[src/rtl/tlb_sv39_if.sv]
// Bundle of the translation request/response port and the page-table-walker
// request/response port of the Sv39 data TLB. The slave modport is the TLB
// itself; the master modport is its environment (load/store unit plus PTW).
interface tlb_sv39_if #(
  parameter int VADDR_WIDTH = 39,
  parameter int PPN_WIDTH   = 44,
  parameter int PADDR_WIDTH = 56
);
  // Translation request / response
  logic                   req_valid;
  logic [VADDR_WIDTH-1:0] req_vaddr;
  logic                   req_ready;
  logic                   resp_valid;
  logic [PADDR_WIDTH-1:0] resp_paddr;
  logic                   resp_page_fault;

  // Address-translation context
  logic [63:0]            satp;
  logic                   flush;

  // Walk request
  logic                   ptw_req_valid;
  logic [VADDR_WIDTH-1:0] ptw_req_vpn;
  logic [15:0]            ptw_req_asid;
  logic                   ptw_req_ready;

  // Walk response
  logic                   ptw_resp_valid;
  logic [PPN_WIDTH-1:0]   ptw_resp_ppn;
  logic                   ptw_resp_page_fault;
  logic [VADDR_WIDTH-1:0] ptw_resp_vpn;
  logic [15:0]            ptw_resp_asid;

  modport master (
    output req_valid, req_vaddr, satp, flush, ptw_req_ready,
           ptw_resp_valid, ptw_resp_ppn, ptw_resp_page_fault, ptw_resp_vpn, ptw_resp_asid,
    input  req_ready, resp_valid, resp_paddr, resp_page_fault,
           ptw_req_valid, ptw_req_vpn, ptw_req_asid
  );

  modport slave (
    input  req_valid, req_vaddr, satp, flush, ptw_req_ready,
           ptw_resp_valid, ptw_resp_ppn, ptw_resp_page_fault, ptw_resp_vpn, ptw_resp_asid,
    output req_ready, resp_valid, resp_paddr, resp_page_fault,
           ptw_req_valid, ptw_req_vpn, ptw_req_asid
  );
endinterface

[src/rtl/tlb_sv39.sv]
// Fully-associative Sv39 data TLB (4 KiB pages only, no global bit).
// A miss issues one walk to the PTW, then fills the round-robin victim entry
// or reports a page fault. All outputs come from registers or the state.
module tlb_sv39 #(
  parameter int VADDR_WIDTH = 39,
  parameter int PPN_WIDTH   = 44,
  parameter int PADDR_WIDTH = 56,
  parameter int ENTRIES     = 8
) (
  input  logic      clk,
  input  logic      rst,
  tlb_sv39_if.slave bus
);

  localparam int VPN_W = VADDR_WIDTH - 12;
  localparam int IDX_W = $clog2(ENTRIES);

  localparam logic [3:0] MODE_BARE = 4'd0;
  localparam logic [3:0] MODE_SV39 = 4'd8;

  localparam logic [2:0] S_IDLE     = 3'd0;
  localparam logic [2:0] S_LOOKUP   = 3'd1;
  localparam logic [2:0] S_PTW_REQ  = 3'd2;
  localparam logic [2:0] S_PTW_WAIT = 3'd3;
  localparam logic [2:0] S_RESP     = 3'd4;

  logic [2:0]             state_q;
  logic [VADDR_WIDTH-1:0] req_vaddr_q;
  logic [3:0]             req_mode_q;
  logic [15:0]            req_asid_q;
  logic [PADDR_WIDTH-1:0] paddr_q;
  logic                   fault_q;
  logic [IDX_W-1:0]       victim_q;

  logic [ENTRIES-1:0]     valid_q;
  logic [VPN_W-1:0]       ent_vpn  [ENTRIES];
  logic [15:0]            ent_asid [ENTRIES];
  logic [PPN_WIDTH-1:0]   ent_ppn  [ENTRIES];

  logic [VPN_W-1:0]       req_vpn;
  logic                   hit;
  logic [PPN_WIDTH-1:0]   hit_ppn;
  logic                   resp_match;
  logic                   fill_en;

  assign req_vpn = req_vaddr_q[VADDR_WIDTH-1:12];

  // Associative match of the captured VPN/ASID against every valid entry
  always_comb begin
    // NOTE: every signal gets a default before the loop so no latch is inferred.
    hit     = 1'b0;
    hit_ppn = '0;
    for (int i = 0; i < ENTRIES; i++) begin
      if (valid_q[i] && ent_vpn[i] == req_vpn && ent_asid[i] == req_asid_q) begin
        hit     = 1'b1;
        hit_ppn = hit_ppn | ent_ppn[i];
      end
    end
  end

  // Only a response for the walk we issued is accepted; stale ones are dropped
  assign resp_match = bus.ptw_resp_valid
                   && bus.ptw_resp_vpn[VADDR_WIDTH-1:12] == req_vpn
                   && bus.ptw_resp_asid == req_asid_q;
  assign fill_en    = (state_q == S_PTW_WAIT) && resp_match && !bus.ptw_resp_page_fault;

  // Translation FSM, request capture, response registers and victim pointer
  always_ff @(posedge clk or posedge rst) begin
    if (rst) begin
      // NOTE: sequential state uses non-blocking assignments so all registers
      // update together on the edge regardless of statement order.
      state_q     <= S_IDLE;
      req_vaddr_q <= '0;
      req_mode_q  <= '0;
      req_asid_q  <= '0;
      paddr_q     <= '0;
      fault_q     <= 1'b0;
      victim_q    <= '0;
    end else begin
      case (state_q)
        S_IDLE: begin
          if (bus.req_valid) begin
            req_vaddr_q <= bus.req_vaddr;
            req_mode_q  <= bus.satp[63:60];
            req_asid_q  <= bus.satp[59:44];
            state_q     <= S_LOOKUP;
          end
        end
        S_LOOKUP: begin
          if (req_mode_q == MODE_BARE) begin
            paddr_q <= {{(PADDR_WIDTH-VADDR_WIDTH){1'b0}}, req_vaddr_q};
            fault_q <= 1'b0;
            state_q <= S_RESP;
          end else if (req_mode_q != MODE_SV39) begin
            paddr_q <= '0;
            fault_q <= 1'b1;
            state_q <= S_RESP;
          end else if (hit) begin
            paddr_q <= {hit_ppn, req_vaddr_q[11:0]};
            fault_q <= 1'b0;
            state_q <= S_RESP;
          end else begin
            state_q <= S_PTW_REQ;
          end
        end
        S_PTW_REQ: begin
          if (bus.ptw_req_ready) state_q <= S_PTW_WAIT;
        end
        S_PTW_WAIT: begin
          if (resp_match) begin
            fault_q <= bus.ptw_resp_page_fault;
            if (bus.ptw_resp_page_fault) begin
              paddr_q <= '0;
            end else begin
              paddr_q  <= {bus.ptw_resp_ppn, req_vaddr_q[11:0]};
              victim_q <= (victim_q == IDX_W'(ENTRIES-1)) ? '0 : victim_q + 1'b1;
            end
            state_q <= S_RESP;
          end
        end
        S_RESP:  state_q <= S_IDLE;
        default: state_q <= S_IDLE;
      endcase
    end
  end

  // Valid bits: flush beats a coincident fill
  always_ff @(posedge clk or posedge rst) begin
    if (rst)           valid_q <= '0;
    else if (bus.flush) valid_q <= '0;
    else if (fill_en)  valid_q[victim_q] <= 1'b1;
  end

  // Entry payload is qualified by valid_q, so it needs no reset
  always_ff @(posedge clk) begin
    // NOTE: the payload arrays are deliberately not reset; valid_q guards them.
    if (fill_en) begin
      ent_vpn[victim_q]  <= req_vpn;
      ent_asid[victim_q] <= req_asid_q;
      ent_ppn[victim_q]  <= bus.ptw_resp_ppn;
    end
  end

  assign bus.req_ready       = (state_q == S_IDLE);
  assign bus.resp_valid      = (state_q == S_RESP);
  assign bus.resp_paddr      = paddr_q;
  assign bus.resp_page_fault = fault_q;
  assign bus.ptw_req_valid   = (state_q == S_PTW_REQ);
  assign bus.ptw_req_vpn     = (state_q == S_PTW_REQ) ? {req_vpn, 12'h000} : '0;
  assign bus.ptw_req_asid    = (state_q == S_PTW_REQ) ? req_asid_q : '0;

  // satp PPN field and the walk response page offset are not needed here
  logic unused_ok;
  assign unused_ok = ^{bus.satp[43:0], bus.ptw_resp_vpn[11:0]};

endmodule

[src/flat_wrapper.sv]
// flat-port wrapper written by rule: the top's interface ports become plain ports
module tlb_sv39_flat 
#(
  parameter int VADDR_WIDTH = 39,
  parameter int PPN_WIDTH   = 44,
  parameter int PADDR_WIDTH = 56,
  parameter int ENTRIES     = 8
)
  (clk, rst, bus_req_valid, bus_req_vaddr, bus_satp, bus_flush, bus_ptw_req_ready, bus_ptw_resp_valid, bus_ptw_resp_ppn, bus_ptw_resp_page_fault, bus_ptw_resp_vpn, bus_ptw_resp_asid, bus_req_ready, bus_resp_valid, bus_resp_paddr, bus_resp_page_fault, bus_ptw_req_valid, bus_ptw_req_vpn, bus_ptw_req_asid);
  tlb_sv39_if #(.VADDR_WIDTH(VADDR_WIDTH), .PPN_WIDTH(PPN_WIDTH), .PADDR_WIDTH(PADDR_WIDTH)) bus_i ();
  input  logic clk;
  input  logic rst;
  input wire logic [$bits(bus_i.req_valid)-1:0] bus_req_valid;
  input wire logic [$bits(bus_i.req_vaddr)-1:0] bus_req_vaddr;
  input wire logic [$bits(bus_i.satp)-1:0] bus_satp;
  input wire logic [$bits(bus_i.flush)-1:0] bus_flush;
  input wire logic [$bits(bus_i.ptw_req_ready)-1:0] bus_ptw_req_ready;
  input wire logic [$bits(bus_i.ptw_resp_valid)-1:0] bus_ptw_resp_valid;
  input wire logic [$bits(bus_i.ptw_resp_ppn)-1:0] bus_ptw_resp_ppn;
  input wire logic [$bits(bus_i.ptw_resp_page_fault)-1:0] bus_ptw_resp_page_fault;
  input wire logic [$bits(bus_i.ptw_resp_vpn)-1:0] bus_ptw_resp_vpn;
  input wire logic [$bits(bus_i.ptw_resp_asid)-1:0] bus_ptw_resp_asid;
  output wire logic [$bits(bus_i.req_ready)-1:0] bus_req_ready;
  output wire logic [$bits(bus_i.resp_valid)-1:0] bus_resp_valid;
  output wire logic [$bits(bus_i.resp_paddr)-1:0] bus_resp_paddr;
  output wire logic [$bits(bus_i.resp_page_fault)-1:0] bus_resp_page_fault;
  output wire logic [$bits(bus_i.ptw_req_valid)-1:0] bus_ptw_req_valid;
  output wire logic [$bits(bus_i.ptw_req_vpn)-1:0] bus_ptw_req_vpn;
  output wire logic [$bits(bus_i.ptw_req_asid)-1:0] bus_ptw_req_asid;
  assign bus_i.req_valid = bus_req_valid;
  assign bus_i.req_vaddr = bus_req_vaddr;
  assign bus_i.satp = bus_satp;
  assign bus_i.flush = bus_flush;
  assign bus_i.ptw_req_ready = bus_ptw_req_ready;
  assign bus_i.ptw_resp_valid = bus_ptw_resp_valid;
  assign bus_i.ptw_resp_ppn = bus_ptw_resp_ppn;
  assign bus_i.ptw_resp_page_fault = bus_ptw_resp_page_fault;
  assign bus_i.ptw_resp_vpn = bus_ptw_resp_vpn;
  assign bus_i.ptw_resp_asid = bus_ptw_resp_asid;
  assign bus_req_ready = bus_i.req_ready;
  assign bus_resp_valid = bus_i.resp_valid;
  assign bus_resp_paddr = bus_i.resp_paddr;
  assign bus_resp_page_fault = bus_i.resp_page_fault;
  assign bus_ptw_req_valid = bus_i.ptw_req_valid;
  assign bus_ptw_req_vpn = bus_i.ptw_req_vpn;
  assign bus_ptw_req_asid = bus_i.ptw_req_asid;
  tlb_sv39 #(.VADDR_WIDTH(VADDR_WIDTH), .PPN_WIDTH(PPN_WIDTH), .PADDR_WIDTH(PADDR_WIDTH), .ENTRIES(ENTRIES)) u_core (.clk(clk), .rst(rst), .bus(bus_i));
endmodule
[config.mk]
export PLATFORM = sky130hd
export DESIGN_NAME = tlb_sv39_flat
export DESIGN_NICKNAME = d
export VERILOG_FILES = /design/src/rtl/tlb_sv39_if.sv /design/src/rtl/tlb_sv39.sv /design/src/flat_wrapper.sv
export SDC_FILE = /design/constraint.sdc
export NUM_CORES = 2
export LEC_CHECK = 0
export ABC_CLOCK_PERIOD_IN_PS = 9500
export CAP_MARGIN = 40
export CORE_ASPECT_RATIO = 0.75
export CORE_UTILIZATION = 50
export CTS_CLUSTER_DIAMETER = 120
export DETAILED_ROUTE_END_ITERATION = 10
export PLACE_DENSITY = 0.69
export SLEW_MARGIN = 20
export SYNTH_ARGS = -nofsm -noshare
export SYNTH_HDL_FRONTEND = slang
export SYNTH_SLANG_ARGS = --single-unit
[constraint.sdc]
create_clock -name clk -period 9.5 [get_ports clk]
set_input_delay 1.425 -clock clk [delete_from_list [all_inputs] [get_ports clk]]
set_output_delay 1.425 -clock clk [all_outputs]
set_load 0.02 [all_outputs]
==> flow_summary.json <==
{
  "outcome": "finished, final reports clean",
  "reg2reg_setup_slack_ns": 4.59,
  "whs_endpoint": "u_core.bus.resp_paddr[44]",
  "hold_buffers": 0,
  "final_common_cell": "edfxtp_1",
  "met2_usage_pct": 39.7,
  "post_cts_resized": 0,
  "p_leak_nw": 13.3,
  "final_cell_mix": "edfxtp_1, xnor2_1, clkdlybuf4s50_1",
  "slew-limit-headroom_pct": 36.2,
  "cts-htree-levels": 3,
  "antenna_found_initial": 6,
  "grt_max_degree": 81,
  "dpl.cell_count": 3262,
  "path_class": "primary input to flip-flop",
  "end_kind": "flip-flop",
  "cts_tree": "built",
  "synth-seq-cells": 826,
  "syn_area_um2": 34100,
  "reg2regPathDepth": 10,
  "die_h_um": 228,
  "drtAntennaViolNets": 0,
  "final_area_um2": 40700,
  "powerDensity_nw_per_um2": 260,
  "preCtsSetupSlack_ns": 3.79,
  "drc": 0,
  "placed_area_um2": 38000,
  "overflow": 0,
  "setup_tns_ns": 0,
  "rsz0062_at_grt": "no",
  "start_util_pct": 50.8,
  "cts_buffers": 79,
  "max-cap-violations": 0,
  "port_buffers": 255,
  "tightest_slew_ns": 0.948,
  "grt_pass1_wl_um": 134000,
  "clk_latency_ns": 0.63,
  "path_max_fanout": 47,
  "wirelength_um": 90900,
  "finalSetupViolations": 0,
  "hp-class": "flip-flop to flip-flop",
  "crit_top_cell": "buf_4",
  "gp_congestion": 0.809,
  "final.setup.worst_slack_ns": 4.40,
  "slew_violations": 0,
  "worstPathCellList": "clkdlybuf4s50_1 -> xnor2_1 -> nand4_1 -> nor4_1 -> nand3_1 -> nor2_1 -> nand2_1 -> nor2_4 -> buf_4 -> buf_4",
  "viasPerCell": 6.02,
  "io_pins": 324,
  "min_period_ns": 5.10,
  "die_w_um": 304,
  "syn_inst": 2168,
  "synthFlopType": "edfxtp_1",
  "critPathArrivalTime_ns": 5.35,
  "yosys_warnings": 0,
  "wire_per_inst_um": 26.6,
  "cts_root_buf": "clkbuf_16",
  "clk_pin_slew_ns": 0.06,
  "syn_area_per_cell_um2": 15.7,
  "gr-usage-met3_pct": 6.44,
  "core_area_um2": 67100,
  "finalHoldViolations": 0,
  "async_flop_share_pct": 15.7,
  "cts_buffer_depth": 3,
  "nNetsFinal": 2680,
  "vdd_ir_drop_max_mv": 0.151,
  "fin_crit_sh_pct": 53.7,
  "die-area_um2": 69300,
  "drive_gt1_share_pct": 11.9,
  "finalNonFillerCells": 3420,
  "clock-sinks": 826,
  "place_hpwl_um": 54100,
  "worst_setup_path_start_kind": "primary input",
  "post_cts_buffers": 0,
  "clock.fmax_ghz": 0.196,
  "hold_start": "u_core.bus.resp_paddr[44]",
  "syn2layout_area_growth_pct": 19.3,
  "synth_edf_count": 696,
  "crit_path_max_incr_delay_ns": 0.69,
  "required_ns": 9.74,
  "grt_usage_pct": 26.1,
  "initialDrtViolationCount": 2290,
  "synth-seq-area-share_pct": 70.8,
  "drtPass1Iterations": 6,
  "min_path_cells": 1,
  "fin_skew_ns": 0.0293,
  "power_mw": 10.6,
  "synth_cell_types": 49,
  "grt_pass1_vias": 20500,
  "r2r-start": "u_core.req_vaddr_q[12]",
  "rows": 82,
  "use_met1_pct": 37.9,
  "vias": 20600,
  "reg2reg_to": "u_core.ent_ppn[5][10]",
  "grt_busiest_layer": "met2",
  "cp_slowest_cell": "buf_4"
}
-- cell families (layout without fill, tap and decap cells) --
family | count (synthesis) | count (layout) | synth area share, %
flip-flops | 826 | 826 | 70.8
AND/OR/NAND/NOR | 411 | 411 | 7.40
XOR/XNOR | 381 | 381 | 9.78
AO/OA/AOI/OAI | 251 | 251 | 5.92
buffers and inverters | 196 | 552 | 2.72
multiplexers | 100 | 100 | 3.30
adder cells (fa/ha/maj) | 2 | 2 | 0.0733
other | 1 | 15 | 0.0110
-- cell usage after synthesis, drive strengths merged (2+ instances only) --
master	instances	area [um^2]
dfrtp	130	3250
ha	2	25.0
o2111ai	18	158
nand2b	6	37.5
xnor2	375	3280
and2	44	275
clkbuf	67	251
nor3	30	165
o21ai	35	175
mux2	100	1130
nand3	3	15.0
a22o	34	298
nor2b	2	12.5
inv	52	195
and4	2	17.5
nand4	229	1430
a31oi	27	169
a22oi	55	413
nor4	19	221
o31ai	14	105
or3	2	12.5
nor2	13	65.1
nor3b	2	15.0
nand2	48	180
a221o	27	270
edfxtp	696	20900
o2111a	27	304
xor2	6	52.6
o21ba	8	80.1
buf	77	480
a211oi	2	15.0
and3	8	50.1
-- how the worst max path moves through the flow --
| stage | from | end | slack, ns | cells after the start |
|---|---|---|---|---|
| after floorplan | bus_ptw_resp_vpn[25] | u_core.ent_asid[0][0] | 0.44 | 6 |
| after global placement | bus_ptw_resp_vpn[24] | u_core.ent_vpn[5][1] | 3.47 | 10 |
| after detailed placement | bus_ptw_resp_vpn[25] | u_core.ent_asid[5][4] | 3.79 | 10 |
| after CTS | u_core.req_vaddr_q[14] | u_core.bus.resp_paddr[54] | 4.43 | 10 |
| after global routing | bus_ptw_resp_vpn[12] | u_core.ent_ppn[5][10] | 4.20 | 10 |
| final | bus_ptw_resp_vpn[12] | u_core.ent_ppn[5][10] | 4.40 | 10 |
-- stage by stage --
step,utilization (%),hold slack (ns)
2_1_floorplan,-,0.472
3_3_place_gp,56.4,0.471
3_5_place_dp,56.6,0.474
4_1_cts,60.4,0.488
5_1_grt,60.6,0.506
6_report,60.6,0.485
-- sequential cells by signal (all words and copies together), names as in the netlist --
| signal | count |
|---|---|
| u_core.ent_ppn | 352 |
| u_core.ent_vpn | 216 |
| u_core.ent_asid | 128 |
| u_core.bus.resp_paddr | 56 |
| u_core.req_vaddr_q | 39 |
| u_core.req_asid_q | 16 |
| u_core.valid_q | 8 |
| u_core.req_mode_q | 4 |
| u_core.state_q | 3 |
| u_core.victim_q | 3 |
| u_core.bus.resp_page_fault | 1 |
-- critical path: cells and delay by family --
| family | cells | cell delay (ns) |
|---|---|---|
| buffers and inverters | 3 | 1.67 |
| xor gates and xnor gates | 1 | 0.13 |
| and+or+nand+nor | 6 | 2.09 |
-- layout make-up --
| class | instances | area [um^2] |
|---|---|---|
| Fill cell | 4953 | 26400 |
| Antenna cell | 3 | 7.51 |
| Timing Repair Buffer | 353 | 3500 |
| Tap cell | 882 | 1100 |
| Sequential cell | 826 | 24200 |
| Inverter | 52 | 200 |
| Multi-Input combinational cell | 1157 | 9210 |
| Clock inverter | 37 | 282 |
| Clock buffer | 110 | 2230 |
-- per-layer routing --
metal / vias up / routed length (um)
met5: - / 23
met4: 4 / 1780
met3: 138 / 9120
met2: 1055 / 41400
met1: 10500 / 38700
li1: 8924 / -
-- report_power, final --
group	switching (mW)	total, mW	leakage (nW)	internal (mW)
sequential	0.218	4.57	7.93	4.35
clock	1.32	3.07	1.22	1.75
combinational	1.76	2.93	4.11	1.17
Note: power is estimated with default switching activity, not from simulation.
